File: src/rtl/ex_result_buffer.sv
// Execute-stage result buffer: F select, N/Z/C/V flags,
// and a small valid/ready FIFO toward writeback.
module ex_result_buffer #(
  parameter int WIDTH = 32,
  parameter int DEPTH = 2,
  parameter int AW    = 5
) (
  input  logic             clk,
  input  logic             rst,
  input  logic             flush,
  input  logic             in_valid,
  output logic             in_ready,
  input  logic [WIDTH-1:0] G,
  input  logic [WIDTH-1:0] H,
  input  logic             MF,
  input  logic             c_in,
  input  logic             v_in,
  input  logic [AW-1:0]    DA,
  input  logic             RW,
  output logic             out_valid,
  input  logic             out_ready,
  output logic [WIDTH-1:0] F,
  output logic [AW-1:0]    out_DA,
  output logic             out_RW,
  output logic             N,
  output logic             Z,
  output logic             C,
  output logic             V
);

  localparam int PW = (DEPTH > 1) ? $clog2(DEPTH) : 1;
  localparam int CW = $clog2(DEPTH + 1);
  localparam int EW = WIDTH + AW + 5;

  logic [EW-1:0] mem [DEPTH];
  logic [PW-1:0] wr_ptr;
  logic [PW-1:0] rd_ptr;
  logic [PW-1:0] rd_nxt;
  logic [CW-1:0] count;
  logic [CW-1:0] count_nxt;
  logic [EW-1:0] head_q;
  logic [EW-1:0] head_nxt;
  logic [EW-1:0] new_entry;
  logic [WIDTH-1:0] sel_f;
  logic push;
  logic pop;

  // Build the entry to store: selected result, flags, WB control.
  always_comb begin
    sel_f = MF ? H : G;
    new_entry = {
      sel_f,
      DA,
      RW,
      sel_f[WIDTH-1],
      (sel_f == '0),
      MF ? 1'b0 : c_in,
      MF ? 1'b0 : v_in
    };
  end

  assign push = in_valid & in_ready & ~flush;
  assign pop  = out_valid & out_ready & ~flush;

  // Next occupancy, next read pointer and next head entry.
  always_comb begin
    count_nxt = count;
    unique case ({push, pop})
      2'b10:   count_nxt = count + CW'(1);
      2'b01:   count_nxt = count - CW'(1);
      default: count_nxt = count;
    endcase
    rd_nxt = rd_ptr + PW'(pop);
    // Head location being written this edge: take the new entry.
    if (push && (rd_nxt == wr_ptr))
      head_nxt = new_entry;
    else
      head_nxt = mem[rd_nxt];
  end

  // Storage array write on accepted input.
  always_ff @(posedge clk) begin
    if (push)
      mem[wr_ptr] <= new_entry;
  end

  // Pointers, occupancy and registered handshake flags.
  always_ff @(posedge clk) begin
    if (rst) begin
      wr_ptr    <= '0;
      rd_ptr    <= '0;
      count     <= '0;
      out_valid <= 1'b0;
      in_ready  <= 1'b0;
    end else if (flush) begin
      wr_ptr    <= '0;
      rd_ptr    <= '0;
      count     <= '0;
      out_valid <= 1'b0;
      in_ready  <= 1'b1;
    end else begin
      if (push)
        wr_ptr <= wr_ptr + PW'(1);
      rd_ptr    <= rd_nxt;
      count     <= count_nxt;
      out_valid <= (count_nxt != '0);
      in_ready  <= (count_nxt < CW'(DEPTH));
    end
  end

  // Head output register; holds when empty or stalled.
  always_ff @(posedge clk) begin
    if (rst)
      head_q <= '0;
    else if (!flush && (push || pop) && (count_nxt != '0))
      head_q <= head_nxt;
  end

  assign {F, out_DA, out_RW, N, Z, C, V} = head_q;

endmodule

File: config.mk
export PLATFORM = sky130hd
export DESIGN_NAME = ex_result_buffer
export DESIGN_NICKNAME = d
export VERILOG_FILES = /design/src/rtl/ex_result_buffer.sv
export SDC_FILE = /design/constraint.sdc
export NUM_CORES = 1
export LEC_CHECK = 0
export ABC_CLOCK_PERIOD_IN_PS = 9800
export CORE_MARGIN = 2
export CORE_UTILIZATION = 38
export DETAILED_ROUTE_END_ITERATION = 8
export HOLD_SLACK_MARGIN = 0.15
export SLEW_MARGIN = 20
export SYNTH_ARGS = -nofsm -noshare
export SYNTH_HDL_FRONTEND = slang
export SYNTH_SLANG_ARGS = --single-unit
File: constraint.sdc
create_clock -name clk -period 9.8 [get_ports clk]
set_input_delay 2.45 -clock clk [delete_from_list [all_inputs] [get_ports clk]]
set_output_delay 2.45 -clock clk [all_outputs]
set_load 0.02 [all_outputs]
==> results.py, run 1 <==
metrics = {
    "finish": {
        "layout.nets": 574,
        "antenna_cells": 0,
        "syn_to_final_growth_pct": 38.1,
        "drive_above_1_share_pct": 14.4,
        "fillers": 1198,
        "regArea_sq_um": 3400,
        "multi_input_comb_area_sq_um": 1770,
    },
    "pwr": {
        "ir_drop_uv": 135,
        "clock_power_share_pct": 46.3,
        "seq_power_share_pct": 46.8,
        "p_leak_nw": 2.76,
        "pwr-share-comb_pct": 6.9,
        "netSwitchingPower_w": 0.000253,
        "switching_share_pct": 20.0,
        "p_int_w": 0.00101,
        "power.density_nw_per_um2": 175,
        "power.total_w": 0.00126,
    },
    "timing": {
        "min_period_ns": 5.30,
        "fmax_mhz": 189,
        "finalSetupViolCount": 0,
        "hold_ws_ns": 0.481,
        "finClkSkew_ns": 0.00609,
        "hold_viol": 0,
        "slew-limit-headroom_pct": 47.8,
        "grt_setup_unrepaired": "false",
        "worst_pin_slew_ns": 0.783,
        "fin_setup_tns_ns": 0,
        "drv_slew": 0,
        "finalCritPeriodShare_pct": 54.1,
    },
    "min_path": {
        "holdPathEnd": "head_q[11]",
        "hold_path_class": "reg -> reg",
        "hold_start": "head_q[11]",
        "whs_path_depth": 1,
    },
    "clock_network": {
        "cts_hold_buffers": 0,
        "cts-root-buf": "clkbuf_16",
        "clk_pin_slew_ns": 0.05,
        "clock-sinks": 129,
        "worstSkewPairLatency_ns": 0.41,
        "cts_buffer_depth": 2,
        "post-cts-setup-buffer-count": 0,
        "numCtsBuffers": 17,
        "htreeDepth": 4,
        "cts_tree": "yes",
        "cts_resized": 0,
    },
    "run_status": {
        "outcome": "completed",
    },
    "logic_synthesis": {
        "yosysMostFrequentCell": "edfxtp_1",
        "yosysSeqAreaShare_pct": 65.0,
        "synthesis.area_sq_um": 5230,
        "synthFlopType": "edfxtp_1",
        "synth_commonest_cells": "edfxtp_1, dfxtp_1, nor2_1, mux2i_1, a221o_1",
        "ys_types": 33,
        "synthesis.nets": 449,
        "yosys_warnings": 0,
        "synth_top_area_share_pct": 47.0,
        "synth_seq_cells": 129,
        "async_reset_ff_share_pct": 0,
        "syn_inst": 369,
        "synth_top_cell_by_area": "edfxtp_1",
        "yosys-top-cells-area": "edfxtp_1, dfxtp_1, mux2i_1",
        "syn_area_per_cell_sq_um": 14.2,
        "synth-edff-count": 82,
    },
    "global_route": {
        "grt_pass1_vias": 3735,
        "grt_antenna_before_repair": 0,
        "grt_pass1_wl_um": 19800,
        "grt_max_degree": 43,
        "grt_usage_pct": 18.2,
        "grt_overflow": 0,
    },
    "worst_setup_path": {
        "path_max_fanout": 39,
        "end_kind": "flop",
        "reg2reg_to": "head_q[6]",
        "cp_data_arrival_time_ns": 5.63,
        "reg2reg_slack_ns": 6.82,
        "cp-start-kind": "primary input",
        "rr_worst_depth": 8,
        "cp_data_required_time_ns": 10.13,
        "critPathKind": "in -> reg",
        "rr_startpoint": "in_ready",
    },
    "routing": {
        "drt_iter0_drc": 211,
        "avgRoutedWirePerCell_um": 18.8,
        "wl_um": 12800,
        "num_vias": 3512,
        "drtPass1Iterations": 4,
        "viasPerCell": 5.14,
        "drtAntennaViolNets": 0,
        "remaining_drc_errors": 0,
    },
    "placement": {
        "dp_hpwl_um": 8060,
        "io_buffer_count": 121,
        "gp_congestion": 0.747,
    },
    "floorplanning": {
        "design.portCount": 122,
        "die_y_um": 121,
        "dieArea_sq_um": 14700,
        "rows": 42,
        "start_util_pct": 39.2,
        "core_area_sq_um": 13300,
        "die_w_um": 121,
    },
    "job": {
        "maxCapViolCount": 0,
    },
}
## worst max-delay path by stage
| stage | slack (ns) | endpoint | cells after the start | startpoint |
|---|---|---|---|---|
| 3_3_place_gp | 4.19 | head_q[22] | 9 | flush |
| 3_5_place_dp | 4.07 | head_q[7] | 10 | flush |
| 4_1_cts | 4.51 | head_q[9] | 10 | flush |
| 5_1_grt | 4.20 | head_q[4] | 10 | flush |
| 2_1_floorplan | 4.85 | mem[0][0] | 3 | flush |
| 6_report | 4.50 | head_q[6] | 10 | flush |
## placed cells by master (no fill, tap or decap), types with 2 or more instances in the layout
master and n:
clkdlybuf4s50_1 120, edfxtp_1 82, dfxtp_1 47, mux2i_1 43, nor2_1 42, a221o_1 32, mux2_2 30, clkbuf_16 18
nor4_1 10, a22oi_1 7, o21ai_0 7, buf_4 7, clkbuf_1 6, inv_1 5, nand3_1 4, xor2_1 4
nand2_1 4, nor3_1 3, xnor2_1 3, clkinv_2 3, nand4_1 2, o22ai_1 2, nor2b_1 2, nor2_4 2
o221ai_1 2, ha_1 2, clkbuf_8 2
## flip-flops by register name, indices dropped and copies added, names as in the netlist
| name | flops |
|---|---|
| mem | 82 |
| head_q | 41 |
| count | 2 |
| in_ready | 1 |
| out_valid | 1 |
| rd_ptr | 1 |
| wr_ptr | 1 |
## routing by layer
| metal | GRT usage [%] | vias up | wire [um] | share of wire [%] |
|---|---|---|---|---|
| li1 | - | 1684 | - | - |
| met1 | 23.4 | 1722 | 5650 | 44 |
| met2 | 30.0 | 94 | 6440 | 50 |
| met3 | 3.99 | 12 | 538 | 4.2 |
| met4 | 6.97 | 0 | 189 | 1.5 |
| met5 | 0 | - | 0 | 0 |
## area by class of cell
type	instances	share of cell area (%)
repair buffers	128	17.4
well taps	176	3.05
multi-input cells	213	24.5
clock buffers	26	6.93
inverters	5	0.260
clock inverters	6	0.779
flip-flops and latches	129	47.1
## worst max-delay path, cell delays in order
cell             delay [ns]
clkdlybuf4s50_1        0.46
inv_1                  0.14
nand3_1                0.40
ha_1                   0.54
nor3_1                 0.08
a311oi_2               0.53
nor4b_4                0.29
buf_4                  0.50
a22oi_1                0.12
o21ai_0                0.11
## per-stage QoR
step / cells / setup slack, ns / instance area (sq um) / utilization (%)
final: 683 / 4.50 / 7230 / 54.1
after global routing: 683 / 4.20 / 7230 / 54.1
after CTS: 683 / 4.51 / 7230 / 54.1
after detailed placement: 651 / 4.07 / 6670 / 50.0
after global placement: 651 / 4.19 / 6670 / 50.0
after floorplan: 369 / 4.85 / 5230 / -
## kinds of logic after synthesis
group                      share of synthesized area, %
DFF                                                65.0
and+or+nand+nor                                    7.03
muxes                                              14.7
AOI/OAI and AO/OA                                  9.08
buffers and inverters                              2.37
xor gates and xnor gates                           1.34
adders and majority gates                         0.478
## power groups by stage
stage	registers [W]	clock network, W	logic (W)
floorplan	0.000604	0	0.0000343
global placement	0.000602	0	0.0000859
detailed placement	0.000603	0	0.0000870
CTS	0.000592	0.000596	0.0000877
global route	0.000592	0.000619	0.0000937
finish	0.000592	0.000586	0.0000869
Power figures use the tool's default switching activity.
==> run 2: changes to the inputs <==
- ABC_CLOCK_PERIOD_IN_PS: 9800 -> 5460
- clock period: 9.8 -> 5.46 ns (I/O delays scaled with it)
==> run 2 against run 1 <==
Effect of this change:
- via count decreased by 0.17%
- critical path type unchanged
- global-route usage decreased by 0.39 points
- die area unchanged
- sequential power increased by 79%
- count of clock-buffer cells in the layout decreased by 8
- routed wire length decreased by 1.2%
- combinational power increased by 80%
- utilization increased by 0.056 points
- largest cell class unchanged
- power increased by 79%
==> results.py, run 2 (synthesis results as in run 1) <==
metrics = {
    "min_path": {
        "whs_path_depth": 1,
        "hold_start": "head_q[13]",
        "hold_path_class": "reg -> reg",
        "holdPathEnd": "head_q[13]",
    },
    "routing": {
        "drtPass1Iterations": 4,
        "avgRoutedWirePerCell_um": 18.5,
        "viasPerCell": 5.13,
        "drt_iter0_drc": 264,
        "drtAntennaViolNets": 0,
        "wl_um": 12700,
        "remaining_drc_errors": 0,
        "num_vias": 3506,
    },
    "timing": {
        "slew-limit-headroom_pct": 55.8,
        "fmax_mhz": 237,
        "finClkSkew_ns": 0.00468,
        "worst_pin_slew_ns": 0.661,
        "hold_viol": 0,
        "finalCritPeriodShare_pct": 77.4,
        "drv_slew": 0,
        "hold_ws_ns": 0.486,
        "fin_setup_tns_ns": 0,
        "min_period_ns": 4.23,
        "grt_setup_unrepaired": "false",
        "post-route-worst-setup-slack_ns": 1.23,
        "finalSetupViolCount": 0,
    },
    "job": {
        "maxCapViolCount": 0,
    },
    "floorplanning": {
        "die_w_um": 121,
        "start_util_pct": 39.2,
        "rows": 42,
        "core_area_sq_um": 13300,
        "die_y_um": 121,
        "dieArea_sq_um": 14700,
        "design.portCount": 122,
    },
    "placement": {
        "dp_hpwl_um": 8410,
        "gp_congestion": 0.771,
        "pre_cts_ws_ns": 0.827,
        "io_buffer_count": 121,
        "dp.cells": 651,
    },
    "worst_setup_path": {
        "cp.depth": 10,
        "end_kind": "flop",
        "crit_family": "buffers and inverters",
        "max_stage_delay_ns": 0.55,
        "path_max_fanout": 39,
        "rr_worst_depth": 8,
        "reg2reg_to": "head_q[9]",
        "cp-start-kind": "primary input",
        "rr_startpoint": "in_ready",
        "path_buf_inv": 3,
        "cp_data_arrival_time_ns": 4.55,
        "reg2reg_slack_ns": 2.47,
        "cp_data_required_time_ns": 5.78,
        "crit_chain": "clkdlybuf4s50_1 -> inv_1 -> nand3_1 -> ha_1 -> nor3_1 -> a311oi_2 -> nor4b_4 -> buf_4 -> a22oi_1 -> o21ai_0",
        "critPathKind": "in -> reg",
        "slowest_stage": "ha_1",
    },
    "global_route": {
        "grt_pass1_wl_um": 19600,
        "grt_overflow": 0,
        "grt_max_degree": 42,
        "grt_pass1_vias": 3635,
        "grt_usage_pct": 17.8,
        "grt_antenna_before_repair": 0,
    },
    "run_status": {
        "outcome": "completed",
    },
    "pwr": {
        "clock_power_share_pct": 46.1,
        "ir_drop_uv": 183,
        "power.total_w": 0.00226,
        "pwr-share-comb_pct": 6.9,
        "switching_share_pct": 20.4,
        "p_leak_nw": 2.76,
        "p_int_w": 0.00180,
        "power.density_nw_per_um2": 313,
        "seq_power_share_pct": 47.0,
        "netSwitchingPower_w": 0.000461,
    },
    "finish": {
        "instances_no_fill": 683,
        "drive_above_1_share_pct": 14.6,
        "layout_commonest_cell": "clkdlybuf4s50_1",
        "syn_to_final_growth_pct": 38.2,
        "layout.nets": 574,
        "regMostFlops": "mem",
        "fillers": 1184,
        "regArea_sq_um": 3400,
        "top_regs": "mem: 82 flops, head_q: 41 flops, count: 2 flops",
        "largest_register_ffs": 82,
        "multi_input_comb_area_sq_um": 1770,
        "mostFrequentLayoutCells": "clkdlybuf4s50_1, edfxtp_1, dfxtp_1",
        "antenna_cells": 0,
    },
    "clock_network": {
        "clk_pin_slew_ns": 0.05,
        "cts_hold_buffers": 0,
        "cts_buffer_depth": 2,
        "cts_resized": 0,
        "clock-sinks": 129,
        "numCtsBuffers": 17,
        "cts-root-buf": "clkbuf_16",
        "cts_tree": "yes",
        "worstSkewPairLatency_ns": 0.40,
        "htreeDepth": 4,
        "post-cts-setup-buffer-count": 0,
    },
}
-- run 2: how the worst max path moves through the flow --
stage / to / startpoint / slack (ns)
final: head_q[9] / flush / 1.23
after global routing: head_q[9] / flush / 1.05
after CTS: head_q[7] / flush / 1.25
after detailed placement: head_q[7] / flush / 0.83
after global placement: head_q[9] / flush / 0.96
after floorplan: mem[0][0] / flush / 1.59
-- run 2: worst register-to-register path: cells and delay by family, from the launching register on --
family / cells / cell delay (ns)
fa+ha+maj: 1 / 0.55
buf+inv: 1 / 0.48
simple gates: 3 / 0.77
compound gates: 3 / 0.77
flops: 1 / 0.35
-- run 2: routing by layer --
layer / up-vias / GRT usage, % / wire length (um)
li1: 1684 / - / -
met1: 1708 / 22.8 / 5490
met2: 105 / 30.0 / 6420
met3: 9 / 4.28 / 626
met4: 0 / 5.17 / 125
met5: - / 0 / 0
-- run 2: stage by stage --
step	util (%)	instance area (sq um)
final	54.2	7230
after detailed placement	50.1	6680
after global routing	54.2	7230
after CTS	54.2	7230
after global placement	50.1	6680
after floorplan	-	5230
-- run 2: power groups by stage --
stage	Sequential [W]	Clock, W	Combinational, W
after floorplan	0.00108	0	0.0000615
after global placement	0.00108	0	0.000155
after detailed placement	0.00108	0	0.000157
after CTS	0.00106	0.00106	0.000158
after global routing	0.00106	0.00110	0.000169
final	0.00106	0.00104	0.000156
-- run 2: final cells by class --
cell class | instances | share of cell area [%]
clock buffers | 18 | 5.93
well taps | 176 | 3.04
clock inverters | 14 | 1.69
repair buffers | 128 | 17.6
multi-input cells | 213 | 24.5
inverters | 5 | 0.259
flip-flops and latches | 129 | 47.0
==> run 3: changes to the inputs <==
- ABC_CLOCK_PERIOD_IN_PS: 5460 -> 4200
- clock period: 5.46 -> 4.2 ns (I/O delays scaled with it)
==> run 3 against run 2 <==
Effect of this change:
- largest cell class unchanged
- clock skew rose by 0.0038 ns
- design area rose by 1.3%
- critical path depth fell by 2
- utilization grew 0.68 points
- worst setup slack got worse by 0.57 ns
- critical endpoint is now head_q[34]
- count of clock-buffer cells in the layout grew 10
- cell count up 0.29%
==> results.py, run 3 (synthesis results as in run 1) <==
metrics = {
    "run_status": {
        "outcome": "completed",
    },
    "pwr": {
        "power.total_w": 0.00304,
        "p_leak_nw": 2.82,
        "power.density_nw_per_um2": 415,
        "ir_drop_uv": 257,
    },
    "timing": {
        "post-route-worst-setup-slack_ns": 0.664,
        "slew-limit-headroom_pct": 53.9,
        "fmax_mhz": 283,
        "worst_pin_slew_ns": 0.691,
        "min_period_ns": 3.54,
        "finalCritPeriodShare_pct": 84.2,
        "finClkSkew_ns": 0.00851,
        "fin_setup_tns_ns": 0,
        "finalSetupViolCount": 0,
        "drv_slew": 0,
        "grt_setup_unrepaired": "false",
        "hold_viol": 0,
    },
    "finish": {
        "layout_commonest_cell": "clkdlybuf4s50_1",
        "antenna_cells": 0,
        "syn_to_final_growth_pct": 40.0,
        "postLayoutCoreUtil_pct": 54.9,
        "top_regs": "mem: 82 flops, head_q: 41 flops, count: 2 flops",
        "final_cell_area_sq_um": 7330,
        "mostFrequentLayoutCells": "clkdlybuf4s50_1, edfxtp_1, dfxtp_1",
        "largest_register_ffs": 82,
        "layout.nets": 576,
        "regMostFlops": "mem",
        "drive_above_1_share_pct": 15.5,
    },
    "clock_network": {
        "cts-root-buf": "clkbuf_16",
        "post-cts-setup-buffer-count": 0,
        "cts_hold_buffers": 0,
        "cts_buffer_depth": 2,
        "numCtsBuffers": 17,
        "clk_pin_slew_ns": 0.05,
        "cts_resized": 0,
        "clock-sinks": 129,
        "cts_tree": "yes",
        "htreeDepth": 4,
        "worstSkewPairLatency_ns": 0.41,
    },
    "worst_setup_path": {
        "cp-start-kind": "primary input",
        "critPathKind": "in -> reg",
        "cp_data_required_time_ns": 4.49,
        "path_max_fanout": 32,
        "end_kind": "flop",
        "cp_data_arrival_time_ns": 3.83,
    },
    "placement": {
        "io_buffer_count": 121,
        "postPlaceCellArea_sq_um": 6720,
        "pre_cts_ws_ns": 0.264,
        "dp_hpwl_um": 8670,
        "gp_congestion": 0.812,
    },
    "routing": {
        "avgRoutedWirePerCell_um": 19.0,
        "num_vias": 3550,
        "drtAntennaViolNets": 0,
        "drtPass1Iterations": 4,
        "viasPerCell": 5.18,
        "remaining_drc_errors": 0,
        "wl_um": 13000,
        "drt_iter0_drc": 228,
    },
    "min_path": {
        "hold_path_class": "reg -> reg",
    },
    "floorplanning": {
        "dieArea_sq_um": 14700,
        "start_util_pct": 39.2,
        "design.portCount": 122,
        "rows": 42,
        "core_area_sq_um": 13300,
        "die_w_um": 121,
        "die_y_um": 121,
    },
    "global_route": {
        "grt_pass1_wl_um": 20300,
        "grt_max_degree": 43,
        "grt_usage_pct": 18.3,
        "grt_pass1_vias": 3761,
        "grt_antenna_before_repair": 0,
        "grt_overflow": 0,
    },
    "job": {
        "maxCapViolCount": 0,
    },
}
## run 3: changes by cell type in the layout (fill, tap and decap cells not counted), sizes merged
cell and change:
clkbuf +10, clkinv -7, buf +2, clkinvlp -2, bufinv -1
## run 3: metal layers
metal / wire (um) / share of wire, % / GRT usage, % / vias to the layer above
li1: - / - / - / 1695
met1: 5760 / 44 / 23.3 / 1755
met2: 6580 / 51 / 30.2 / 90
met3: 478 / 3.7 / 5.17 / 10
met4: 165 / 1.3 / 6.11 / 0
met5: 0 / 0 / 0 / -
## run 3: layout make-up
cell class | instances | area, sq um
sequential | 129 | 3400
clock inverter | 4 | 45.0
inverter | 5 | 18.8
fill | 1147 | 6020
multi-input combinational | 213 | 1770
clock buffer | 28 | 558
tap | 176 | 220
timing repair buffer | 130 | 1310
## run 3: final timing paths
check / start / to / slack [ns] / cells past startpoint
setup reg to reg: out_valid / head_q[34] / 1.60 / 7
setup / recovery: flush / head_q[34] / 0.66 / 8
hold / removal: head_q[11] / head_q[11] / 0.49 / 1
hold reg to reg: head_q[11] / head_q[11] / 0.49 / 1
## run 3: power breakdown
group          internal (W)  total [W]  switching (W)
registers           0.00137    0.00138     0.00000659
clock network      0.000958    0.00145       0.000495
logic              0.000112   0.000206      0.0000942
total               0.00244    0.00304       0.000596
## run 3: stage by stage
stage	cells	hold slack, ns
2_1_floorplan	369	0.493
3_3_place_gp	653	0.470
3_5_place_dp	653	0.478
4_1_cts	685	0.496
5_1_grt	685	0.503
6_report	685	0.489
## run 3: critical path, stage by stage
cell	delay, ns
clkdlybuf4s50_1	0.47
nand3b_2	0.35
ha_1	0.42
nor3_1	0.08
a311oi_2	0.53
a21oi_4	0.21
buf_4	0.31
a221o_1	0.39
